File: config.mk
export PLATFORM = sky130hd
export DESIGN_NAME = fsm_job_arbiter
export DESIGN_NICKNAME = d
export VERILOG_FILES = /design/src/rtl/fsm_job_arbiter_pkg.sv /design/src/rtl/fsm_job_arbiter_rr_pick.sv /design/src/rtl/fsm_job_arbiter.sv
export SDC_FILE = /design/constraint.sdc
export NUM_CORES = 1
export LEC_CHECK = 0
export ABC_AREA = 1
export CAP_MARGIN = 20
export CORE_AREA = 5 5 57 59
export DETAILED_ROUTE_END_ITERATION = 6
export DIE_AREA = 0 0 62 64
export SKIP_CTS_REPAIR_TIMING = 1
export SLEW_MARGIN = 20
export SYNTH_ARGS = -nofsm -noshare
export SYNTH_HDL_FRONTEND = slang
export SYNTH_SLANG_ARGS = --single-unit
File: constraint.sdc
create_clock -name clk -period 2 [get_ports clk]
set_input_delay 0.6 -clock clk [delete_from_list [all_inputs] [get_ports clk]]
set_output_delay 0.6 -clock clk [all_outputs]
set_load 0.005 [all_outputs]
File: src/rtl/fsm_job_arbiter_pkg.sv
// fsm_arb_pkg: shared types and constants for the job arbiter.
// Holds the arbiter state encoding, the engine state codes seen on
// eng_state, and the completion status codes driven on cpl_status.
package fsm_arb_pkg;

  typedef enum logic [2:0] {
    ST_IDLE    = 3'd0,
    ST_START   = 3'd1,
    ST_WAIT    = 3'd2,
    ST_HOLD    = 3'd3,
    ST_RELEASE = 3'd4,
    ST_DRAIN   = 3'd5
  } arb_state_e;

  localparam logic [1:0] ENG_IDLE = 2'b00;
  localparam logic [1:0] ENG_RUN  = 2'b01;
  localparam logic [1:0] ENG_DONE = 2'b10;
  localparam logic [1:0] ENG_ACKW = 2'b11;

  localparam logic [1:0] CPL_DONE   = 2'b01;
  localparam logic [1:0] CPL_ACK    = 2'b10;
  localparam logic [1:0] CPL_FORCED = 2'b11;

endpackage

File: src/rtl/fsm_job_arbiter_rr_pick.sv
// rr_pick: combinational round-robin selector.
// Returns the first set request found scanning ptr+1, ptr+2, ... mod N_REQ,
// so the requester at ptr (most recently served) has the lowest priority.
module rr_pick #(
  parameter int N_REQ = 4,
  parameter int IW    = 2
) (
  input  logic [N_REQ-1:0] req,
  input  logic [IW-1:0]    ptr,
  output logic             valid,
  output logic [IW-1:0]    idx
);

  logic [2*N_REQ-1:0] dbl_s;
  logic [IW:0]        shamt_s;
  logic [N_REQ-1:0]   rot_s;
  logic [IW-1:0]      off_s;
  logic [IW:0]        sum_s;

  // rot_s[j] is req[(ptr + 1 + j) mod N_REQ]
  assign dbl_s   = {req, req};
  assign shamt_s = {1'b0, ptr} + {{IW{1'b0}}, 1'b1};
  assign rot_s   = N_REQ'(dbl_s >> shamt_s);
  assign valid   = |req;

  // Lowest set bit of the rotated vector is the nearest requester after ptr
  always_comb begin
    off_s = '0;
    for (int j = N_REQ - 1; j >= 0; j--) begin
      off_s = rot_s[j] ? IW'(j) : off_s;
    end
  end

  // Undo the rotation: idx = (ptr + 1 + off) mod N_REQ
  always_comb begin
    sum_s = {1'b0, ptr} + {1'b0, off_s} + {{IW{1'b0}}, 1'b1};
    if (sum_s >= (IW+1)'(N_REQ)) begin
      idx = IW'(sum_s - (IW+1)'(N_REQ));
    end else begin
      idx = sum_s[IW-1:0];
    end
  end

endmodule

File: src/rtl/fsm_job_arbiter.sv
// fsm_job_arbiter: round-robin arbiter/sequencer for one shared 4-state
// job engine. Grants one requester, strobes eng_start, follows eng_state
// to classify the outcome (done-path or ack-path), releases the engine
// with eng_init, and reports a one-cycle completion.
// All outputs are registered; eng_start follows gnt by one cycle.
// Optional build macro FSM_ARB_TIMEOUT_EN: bounds the HOLD wait to
// TIMEOUT cycles, then forces a release (err pulse, cpl_status 11).
module fsm_job_arbiter
  import fsm_arb_pkg::*;
#(
  parameter int N_REQ   = 4,
  parameter int TIMEOUT = 15,
  localparam int IW     = $clog2(N_REQ)
) (
  input  logic             clk,
  input  logic             rst,
  input  logic [N_REQ-1:0] req,
  output logic [N_REQ-1:0] gnt,
  input  logic [1:0]       eng_state,
  input  logic             eng_ack,
  output logic             eng_start,
  output logic             eng_init,
  output logic             cpl,
  output logic [IW-1:0]    cpl_id,
  output logic [1:0]       cpl_status,
  output logic             busy,
  output logic             err
);

  arb_state_e       state_r, next_s;
  logic [IW-1:0]    ptr_r, w_r;
  logic [N_REQ-1:0] gnt_r;
  logic             eng_start_r, eng_init_r, cpl_r, busy_r, forced_r;
  logic [IW-1:0]    cpl_id_r;
  logic [1:0]       cpl_status_r;
  logic             pick_valid_s;
  logic [IW-1:0]    pick_idx_s;
  logic             grant_s, finish_s, tmo_fire_s, tmo_hit_s;
  logic [1:0]       cpl_st_s;

  rr_pick #(.N_REQ(N_REQ), .IW(IW)) u_pick (
    .req   (req),
    .ptr   (ptr_r),
    .valid (pick_valid_s),
    .idx   (pick_idx_s)
  );

  // Next-state logic plus the grant/finish/timeout events it decides
  always_comb begin
    next_s     = state_r;
    grant_s    = 1'b0;
    finish_s   = 1'b0;
    tmo_fire_s = 1'b0;
    cpl_st_s   = CPL_DONE;
    case (state_r)
      ST_IDLE: begin
        if (pick_valid_s && (eng_state == ENG_IDLE)) begin
          next_s  = ST_START;
          grant_s = 1'b1;
        end else begin
          next_s = ST_IDLE;
        end
      end
      ST_START: next_s = ST_WAIT;
      ST_WAIT: begin
        if (eng_state == ENG_DONE) begin
          next_s = ST_DRAIN;
        end else if ((eng_state == ENG_ACKW) || eng_ack) begin
          next_s = ST_HOLD;
        end else begin
          next_s = ST_WAIT;
        end
      end
      ST_DRAIN: begin
        if (eng_state == ENG_IDLE) begin
          next_s   = ST_IDLE;
          finish_s = 1'b1;
          cpl_st_s = CPL_DONE;
        end else begin
          next_s = ST_DRAIN;
        end
      end
      ST_HOLD: begin
        // A requester dropping its own req wins over a same-cycle timeout
        if (!req[w_r]) begin
          next_s = ST_RELEASE;
        end else if (tmo_hit_s) begin
          next_s     = ST_RELEASE;
          tmo_fire_s = 1'b1;
        end else begin
          next_s = ST_HOLD;
        end
      end
      ST_RELEASE: begin
        if (eng_state == ENG_IDLE) begin
          next_s   = ST_IDLE;
          finish_s = 1'b1;
          cpl_st_s = forced_r ? CPL_FORCED : CPL_ACK;
        end else begin
          next_s = ST_RELEASE;
        end
      end
      default: next_s = ST_IDLE;
    endcase
  end

  // State register
  always_ff @(posedge clk or posedge rst) begin
    if (rst) state_r <= ST_IDLE;
    else     state_r <= next_s;
  end

  // Job bookkeeping: winner, round-robin pointer, forced-release flag
  always_ff @(posedge clk or posedge rst) begin
    if (rst) begin
      w_r      <= '0;
      ptr_r    <= IW'(N_REQ - 1);
      forced_r <= 1'b0;
    end else begin
      w_r      <= grant_s ? pick_idx_s : w_r;
      ptr_r    <= finish_s ? w_r : ptr_r;
      forced_r <= tmo_fire_s ? 1'b1 : (grant_s ? 1'b0 : forced_r);
    end
  end

  // Registered outputs, derived from the decided transition
  always_ff @(posedge clk or posedge rst) begin
    if (rst) begin
      gnt_r        <= '0;
      eng_start_r  <= 1'b0;
      eng_init_r   <= 1'b0;
      cpl_r        <= 1'b0;
      cpl_id_r     <= '0;
      cpl_status_r <= 2'b00;
      busy_r       <= 1'b0;
    end else begin
      if (grant_s)       gnt_r <= {{(N_REQ-1){1'b0}}, 1'b1} << pick_idx_s;
      else if (finish_s) gnt_r <= '0;
      else               gnt_r <= gnt_r;
      eng_start_r  <= (state_r == ST_START);
      eng_init_r   <= (next_s == ST_RELEASE);
      cpl_r        <= finish_s;
      cpl_id_r     <= finish_s ? w_r : '0;
      cpl_status_r <= finish_s ? cpl_st_s : 2'b00;
      busy_r       <= (next_s != ST_IDLE);
    end
  end

`ifdef FSM_ARB_TIMEOUT_EN
  localparam int CW = $clog2(TIMEOUT + 1);
  logic [CW-1:0] tmo_cnt_r;
  logic          err_r;

  assign tmo_hit_s = (tmo_cnt_r == CW'(TIMEOUT));
  assign err       = err_r;

  // HOLD cycle counter, restarted on every entry into HOLD
  always_ff @(posedge clk or posedge rst) begin
    if (rst) begin
      tmo_cnt_r <= '0;
    end else if ((state_r != ST_HOLD) && (next_s == ST_HOLD)) begin
      tmo_cnt_r <= '0;
    end else if ((state_r == ST_HOLD) && (next_s == ST_HOLD)) begin
      tmo_cnt_r <= tmo_cnt_r + CW'(1);
    end else begin
      tmo_cnt_r <= tmo_cnt_r;
    end
  end

  // One-cycle err pulse when HOLD is abandoned by timeout
  always_ff @(posedge clk or posedge rst) begin
    if (rst) err_r <= 1'b0;
    else     err_r <= tmo_fire_s;
  end
`else
  assign tmo_hit_s = 1'b0;
  assign err       = 1'b0;
`endif

  assign gnt        = gnt_r;
  assign eng_start  = eng_start_r;
  assign eng_init   = eng_init_r;
  assign cpl        = cpl_r;
  assign cpl_id     = cpl_id_r;
  assign cpl_status = cpl_status_r;
  assign busy       = busy_r;

endmodule

After elaboration in Yosys (flattened, before gate mapping)
Index checks and enable logic that the tools add are counted.
{ "totals": {"inputBits": 9, "register_bits": 20} }
{ "classes": {"n_addsub": 4, "shifts": 2, "order_cmp": 2, "n_eq_ne": 8, "n_reduce_logical": 8, "mux": 26} }
{ "ops": {"columns": ["operator", "count"], "rows": [
  ["$mux W2", 9],
  ["$pmux W3 S6", 1],
  ["$mux W3", 4],
  ["$eq A3 B3 Y1 const B", 3],
  ["$mux W1", 9],
  ["$mux W4", 2],
  ["$shr A8 B3 Y4", 1],
  ["$eq A3 B2 Y1 const B", 2],
  ["$eq A2 B2 Y1 const B", 2],
  ["$reduce_or A4 Y1", 1],
  ["$shl A1 B2 Y4 const A", 1],
  ["$add A2 B1 Y3 const B", 1],
  ["$add A2 B2 Y3", 1],
  ["$add A3 B1 Y3 const B", 1],
  ["$eq A3 B1 Y1 const B", 1],
  ["$ge A3 B3 Y1 const B", 1],
  ["$logic_not A3 Y1", 1],
  ["$lt A2 B3 Y1 const B", 1],
  ["$reduce_bool A3 Y1", 1],
  ["$bmux W1 S2", 1],
  ["$logic_not A2 Y1", 1],
  ["$reduce_bool A2 Y1", 1],
  ["$reduce_or A2 Y1", 1],
  ["$sub A2 B1 Y2 const B", 1],
  ["2 further kinds", 2]
]} }

Longest topological paths before layout
Gate-level depths: netlist of the first run.
{ "depth": {"ltp_word": 12, "ltp_mapped": 14, "ltp_nobuf": 14} }

Hierarchy
Synthesis of the first run repeated with hierarchy kept, for this count alone.
{ "unflattened": {"hier_cells": 139, "area_unflattened_um2": 1031.0} }
{ "modules_own_cells": {"columns": ["mod", "n_inst", "cells_each", "area_per_inst_um2", "seq_area_each_um2"], "rows": [
  ["fsm_job_arbiter", 1, 101, 858.3, 478.0],
  ["rr_pick", 1, 38, 172.7, 0.0]
]} }

Least setup slack after synthesis of the first run
Ideal clock, no wire load.
{ "synth_timing": {"kind": "flip-flop to flip-flop", "startpoint": "register ptr_r[0]", "endpoint": "register gnt_r[0], in the netlist gnt[0]", "path_stages_with_launch": 15, "slack_ps": 259, "required_ps": 1884, "arrival_time_ps": 1624, "path_cell_list": "dfstp_2 inv_2 nand2_1 nand3_1 nand2_1 nand3_1 nand2_1 nand2_1 ha_1 xnor2_1 inv_1 nand2_2 nand2_2 nand2_1 nand2_1"} }
{ "synth_between": {"elab_chain_len": 12, "word_cells_on_any_way": 13} }
{ "synth_lines": {"columns": ["item", "line_no", "source"], "rows": [
  ["from (decl)", "fsm_job_arbiter.sv:31", "logic [IW-1:0] ptr_r, w_r;"],
  ["from (signal assigned)", "fsm_job_arbiter.sv:117", "ptr_r <= IW'(N_REQ - 1);"],
  ["from (signal assigned)", "fsm_job_arbiter.sv:121", "ptr_r <= finish_s ? w_r : ptr_r;"],
  ["$add A2 B1 Y3", "fsm_job_arbiter_rr_pick.sv:22", "assign shamt_s = {1'b0, ptr} + {{IW{1'b0}}, 1'b1};"],
  ["$shr A8 B3 Y4", "fsm_job_arbiter_rr_pick.sv:23", "assign rot_s = N_REQ'(dbl_s >> shamt_s);"],
  ["$mux W2 (4 in series)", "fsm_job_arbiter_rr_pick.sv:30", "off_s = rot_s[j] ? IW'(j) : off_s;"],
  ["$add A2 B2 Y3 *", "fsm_job_arbiter_rr_pick.sv:36", "sum_s = {1'b0, ptr} + {1'b0, off_s} + {{IW{1'b0}}, 1'b1};"],
  ["$add A3 B1 Y3 *", "fsm_job_arbiter_rr_pick.sv:36", null],
  ["$ge A3 B3 Y1 / $sub A2 B1 Y2 (equally long branches)", "fsm_job_arbiter_rr_pick.sv:37, fsm_job_arbiter_rr_pick.sv:38", null],
  ["$mux W2 *", "fsm_job_arbiter_rr_pick.sv:37", "if (sum_s >= (IW+1)'(N_REQ)) begin"],
  ["$shl A1 B2 Y4 *", "fsm_job_arbiter.sv:137", "if (grant_s) gnt_r <= {{(N_REQ-1){1'b0}}, 1'b1} << pick_idx_s;"],
  ["$mux W4 *", "fsm_job_arbiter.sv:137", null],
  ["to (signal assigned)", "fsm_job_arbiter.sv:137", null],
  ["to (signal assigned)", "fsm_job_arbiter.sv:139", "else gnt_r <= gnt_r;"],
  ["to (decl)", "fsm_job_arbiter.sv:32", "logic [N_REQ-1:0] gnt_r;"]
]} }
Every way passes the cells marked *; elsewhere a longest branch is shown, timed or not.
A chain may end at the register's enable or synchronous reset.

Worst setup path after layout of the first run
{ "layout_timing": {"startpoint": "register ptr_r[0]", "endpoint": "register gnt_r[1], in the netlist gnt[1]"} }
The elaborated chain is that of the path after synthesis.

==> flow_summary.yaml, run 1 <==
logic_synthesis:
  async_flop_share: 1.00
  yosysTopAreaCellShare: 0.417
  synth_ff_type: "dfrtp_1"
  yosys-top-cells-area: "dfrtp_1 42%, nand2_1 15%, nand3_1 6.4%"
  yosysSeqAreaShare: 0.468
  synth.cell_area_mm2: 0.00102
  synth_top_area_cell: "dfrtp_1"
  synth-seq-cells: 19
  synth_commonest_cells: "41 x nand2_1, 17 x dfrtp_1, 14 x inv_1, 14 x nor2_1, 13 x nand3_1"
  postSynthAreaPerCell_um2: 7.73
  netlist-cell-type-count: 26
  synth_most_common_cell: "nand2_1"
  syn_nets: 143
  synth_warnings: 0
  syn_inst: 132
  synth-edff-count: 0
pwr:
  switching_power_uw: 898
  pwr-share-clk: 0.091
  combPwrFrac: 0.608
  p_sw_frac: 0.424
  seqPwrFrac: 0.301
  leakage_nw: 0.792
  p_int_mw: 1.22
  peakVddDrop_uv: 1090
  p_per_area_mw_per_mm2: 1410
timing:
  rsz0062_at_grt: "yes"
  finalSetupTns_ns: 0
  final_max_slew_viol_count: 0
  setup_viol: 0
  fmax_mhz: 514
  period_needed_ns: 1.95
  period_share: 0.974
  hold_viol: 0
  holdWs_ns: 0.488
  clock_skew_ns: 0.00144
final_layout:
  drive_above_1_share: 0.297
  final_core_util: 0.567
  antenna_cells: 0
  nets: 184
  num-fill-cells: 260
  layout-area-overhead-vs-synth_pct: 47.8
clock_tree:
  tritoncts: "built"
  cts.sinks: 19
  clk_path_buf_depth: 2
  cts_max_level: 1
  cts-root-buf: "clkbuf_4"
  cts_buffers: 3
  path_clk_slew_ns: 0.10
  insertion_delay_ns: 0.29
run_status:
  status: "finished clean"
global_route:
  grt_pass1_wl_um: 3810
  grt_max_degree: 20
  track_usage: 0.127
  antenna_found_initial: 0
  grt_overflow: 0
  grt_pass1_vias: 897
place:
  gp_congestion: 0.860
  io_buffers: 20
  dp_hpwl_um: 1710
routing:
  drt_iter0_markers: 59
  drtPass1Iterations: 4
  wl_per_cell_um: 12.0
  via_per_inst: 4.73
  num_vias: 961
  ant_nets: 0
  route.detailed.drc: 0
  routed_wl_um: 2440
floorplanning:
  core-area_mm2: 0.00266
  io_pins: 22
  row_count: 19
  fp.dieH_um: 64
  start_util: 0.383
  die_x_um: 62
  die_area_mm2: 0.00397
critical_path:
  cp.arrival_ns: 2.14
  critPathLaunchType: "flop"
  worst-path-max-fanout: 4
  cp.required_ns: 2.20
  path_class: "reg -> reg"
  worstSetupEndpointType: "flop"
job:
  drv_cap: 0
hold_path:
  hold_path.class: "reg -> reg"
per-stage QoR:
step                setup WS, ns  instance area, µm²  power (mW)  cells
CTS                      -0.0995                1350        1.79    195
global route             -0.0584                1510        2.30    203
finish                    0.0530                1510        2.12    203
global placement          -0.319                1320        1.57    191
detailed placement        -0.402                1320        1.59    191
floorplan                  0.259                1020        1.25    132
registers in the layout, indices dropped and copies added, names as in the netlist, 2 cells and up:
| register | cells |
|---|---|
| gnt | 4 |
| cpl_id | 2 |
| ptr_r | 2 |
| cpl_status | 2 |
| w_r | 2 |
| state_r | 3 |
cell families after synthesis:
group	Yosys count	synth area share
buffers and inverters	20	0.0809
adder cells (fa/ha/maj)	2	0.0245
AND/OR/NAND/NOR	83	0.376
flip-flops	19	0.468
XOR/XNOR	1	0.00858
AO/OA/AOI/OAI	6	0.0380
other	1	0.00367
final timing paths:
path                       slack [ns]                  from  cells past startpoint              endpoint
max in group asynchronous        1.12                   rst                      3  ptr_r[0]$_DFFE_PP1P_
min in group asynchronous        0.61                   rst                      3    eng_init$_DFF_PP0_
max                              0.05  ptr_r[0]$_DFFE_PP1P_                     13    gnt[1]$_DFFE_PP0P_
min                              0.49    gnt[3]$_DFFE_PP0P_                      2    gnt[3]$_DFFE_PP0P_
min reg2reg                      0.49    gnt[3]$_DFFE_PP0P_                      2    gnt[3]$_DFFE_PP0P_
max reg2reg                      0.05  ptr_r[0]$_DFFE_PP1P_                     13    gnt[1]$_DFFE_PP0P_
routing by layer:
metal / GRT usage / vias up / routed length (µm)
met3: 0.0181 / 6 / 74
met5: 0 / - / 0
met1: 0.153 / 447 / 997
met4: 0.0557 / 0 / 44
li1: - / 494 / -
met2: 0.216 / 14 / 1320
power groups by stage:
stage / Clock, mW / Combinational, mW / Sequential (mW)
after floorplan: 0 / 0.622 / 0.626
after global placement: 0 / 0.921 / 0.645
after detailed placement: 0 / 0.939 / 0.649
after CTS: 0.200 / 0.947 / 0.642
after global routing: 0.224 / 1.42 / 0.657
final: 0.193 / 1.29 / 0.638
layout by cell type (no fill, tap or decap), types with 3 or more instances in the layout:
master / n
buf_4: 17
clkbuf_4: 3
clkdlybuf4s50_1: 16
dfrtp_1: 17
dlymetal6s2s_1: 4
inv_1: 14
nand2_1: 33
nand2_2: 10
nand3_1: 8
nand3_2: 5
nand4_1: 3
nor2_1: 14
area by class of cell:
class	instances	area, µm²	share of cell area
multi-input combinational	93	536	0.355
sequential	19	478	0.317
timing repair buffer	38	358	0.237
inverter	18	72.6	0.0481
tap	31	38.8	0.0257
clock buffer	4	26.3	0.0174
critical path: stages, from the launching register on:
cell and delay, ns:
dfstp_2 0.59, buf_4 0.12, nand2_1 0.08, nand3_2 0.11
nand3_2 0.09, nand2_2 0.07, nand2_2 0.07, ha_4 0.17
xnor2_2 0.18, inv_1 0.07, nand2_2 0.09, nand2_4 0.07
nand2_2 0.07, nand2_2 0.05
Power figures use the tool's default switching activity.
==> run 2, diff against run 1 <==
--- a/config.mk
+++ b/config.mk
@@ -8,6 +8,7 @@
 export ABC_AREA = 1
 export CAP_MARGIN = 20
 export CORE_AREA = 5 5 57 59
+export CTS_CLUSTER_DIAMETER = 80
 export DETAILED_ROUTE_END_ITERATION = 6
 export DIE_AREA = 0 0 62 64
 export SKIP_CTS_REPAIR_TIMING = 1
==> results of run 2 <==
No change in the layout: final DEF, timing and power equal those of run 1.
==> run 3, diff against run 2 <==
--- a/config.mk
+++ b/config.mk
@@ -7,10 +7,11 @@
 export LEC_CHECK = 0
 export ABC_AREA = 1
 export CAP_MARGIN = 20
-export CORE_AREA = 5 5 57 59
+export CORE_AREA = 5 5 52 54
 export CTS_CLUSTER_DIAMETER = 80
 export DETAILED_ROUTE_END_ITERATION = 6
-export DIE_AREA = 0 0 62 64
+export DIE_AREA = 0 0 57 59
+export PLACE_DENSITY = 0.75
 export SKIP_CTS_REPAIR_TIMING = 1
 export SLEW_MARGIN = 20
 export SYNTH_ARGS = -nofsm -noshare
==> run 3 against run 2 <==
Net effect: utilization increased by 8.7 points; total power decreased by 7.5%; combinational power decreased by 12%; global-route usage increased by 2.3 points; flip-flop and latch count unchanged; via count decreased by 0.31%; non-clock buffer count decreased by 7; worst hold slack improved by 0.0025 ns; critical path type unchanged; largest cell class unchanged.
==> flow_summary.yaml, run 3 (synthesis gave the netlist of run 1 again) <==
routing:
  via_per_inst: 4.96
  drt_iter0_markers: 29
  wl_per_cell_um: 12.0
  routed_wl_um: 2320
  route.detailed.drc: 0
  num_vias: 958
  drtPass1Iterations: 4
  ant_nets: 0
final_layout:
  nets: 177
  layout-area-overhead-vs-synth_pct: 39.0
  multi_input_area_um2: 517
  num-fill-cells: 194
  final_common_cell: "nand2_1"
  regArea_um2: 478
  mostFrequentLayoutCells: "37 x nand2_1, 17 x dfrtp_1, 16 x clkdlybuf4s50_1"
  fin_cells: 193
  drive_above_1_share: 0.230
  antenna_cells: 0
  largest_reg_flops: 4
critical_path:
  rrSetupSlack_ns: 0.12
  path_class: "reg -> reg"
  worstSetupEndpointType: "flop"
  cp.required_ns: 2.18
  cp.arrival_ns: 2.06
  critPathLaunchType: "flop"
  worst-path-max-fanout: 4
clock_tree:
  cts.sinks: 19
  cts_buffers: 3
  cts-root-buf: "clkbuf_4"
  tritoncts: "built"
  path_clk_slew_ns: 0.10
  cts_max_level: 1
  insertion_delay_ns: 0.28
  clk_path_buf_depth: 2
pwr:
  leakage_nw: 0.747
  peakVddDrop_uv: 835
  p_per_area_mw_per_mm2: 1380
global_route:
  grt_pass1_wl_um: 4030
  grt_max_degree: 11
  grt_overflow: 0
  antenna_found_initial: 0
  track_usage: 0.150
  grt_pass1_vias: 1014
run_status:
  status: "finished clean"
timing:
  setup_ws_ns: 0.118
  clock_skew_ns: 0.00263
  rsz0062_at_grt: "no"
  holdWs_ns: 0.491
  period_share: 0.941
  period_needed_ns: 1.88
  hold_viol: 0
  setup_viol: 0
  fmax_mhz: 531
  finalSetupTns_ns: 0
  final_max_slew_viol_count: 0
floorplanning:
  row_count: 17
  start_util: 0.471
  die_x_um: 57
  io_pins: 22
  die_area_mm2: 0.00336
  core-area_mm2: 0.00217
  fp.dieH_um: 59
place:
  dp_cells: 187
  dp_hpwl_um: 1820
  pre_cts_ws_ns: -0.432
  gp_congestion: 0.927
  io_buffers: 20
job:
  drv_cap: 0
hold_path:
  hold_path.class: "reg -> reg"
-- run 3: cell type report --
cell class / count / share of cell area
multi-input cells: 93 / 0.364
inverters: 18 / 0.0494
clock buffers: 4 / 0.0185
well taps: 28 / 0.0247
repair buffers: 31 / 0.206
flip-flops and latches: 19 / 0.337
-- run 3: path summary, 6_finish.rpt --
path	from	endpoint	depth (start not counted)
setup / recovery	ptr_r[0]$_DFFE_PP1P_	gnt[0]$_DFFE_PP0P_	14
min in group asynchronous	rst	eng_init$_DFF_PP0_	2
setup reg to reg	ptr_r[0]$_DFFE_PP1P_	gnt[0]$_DFFE_PP0P_	14
hold reg to reg	gnt[3]$_DFFE_PP0P_	gnt[3]$_DFFE_PP0P_	2
max in group asynchronous	rst	state_r[0]$_DFF_PP0_	3
hold / removal	gnt[3]$_DFFE_PP0P_	gnt[3]$_DFFE_PP0P_	2
-- run 3: layer usage --
metal,track usage,vias to the layer above,routed length (µm)
li1,-,479,-
met1,0.171,439,982
met2,0.279,30,1200
met3,0.0240,10,79
met4,0.0629,0,65
met5,0,-,0
-- run 3: power by group --
| group | leakage (nW) | switching (mW) | total, mW | internal [mW] |
|---|---|---|---|---|
| Sequential | 0.244 | 0.106 | 0.633 | 0.528 |
| Clock | 0.0150 | 0.106 | 0.183 | 0.0774 |
| Combinational | 0.488 | 0.614 | 1.14 | 0.531 |
| Total | 0.747 | 0.826 | 1.96 | 1.14 |
-- run 3: critical path: stages, from the launching register on --
cell	delay (ns)
dfstp_2	0.57
buf_4	0.13
nand2_1	0.09
nand3_2	0.10
nand2_2	0.07
nand3_1	0.08
nand2_1	0.07
nand2_2	0.08
ha_4	0.16
xnor2_4	0.12
inv_1	0.06
nand2_2	0.07
nand2_2	0.07
nand2_1	0.06
nand2_1	0.05
-- run 3: per-stage QoR --
| stage | total power [mW] | utilization | cell area [µm²] |
|---|---|---|---|
| after floorplan | 1.25 | - | 1020 |
| after global placement | 1.55 | 0.603 | 1310 |
| after detailed placement | 1.59 | 0.603 | 1310 |
| after CTS | 1.77 | 0.615 | 1340 |
| after global routing | 2.14 | 0.654 | 1420 |
| final | 1.96 | 0.654 | 1420 |
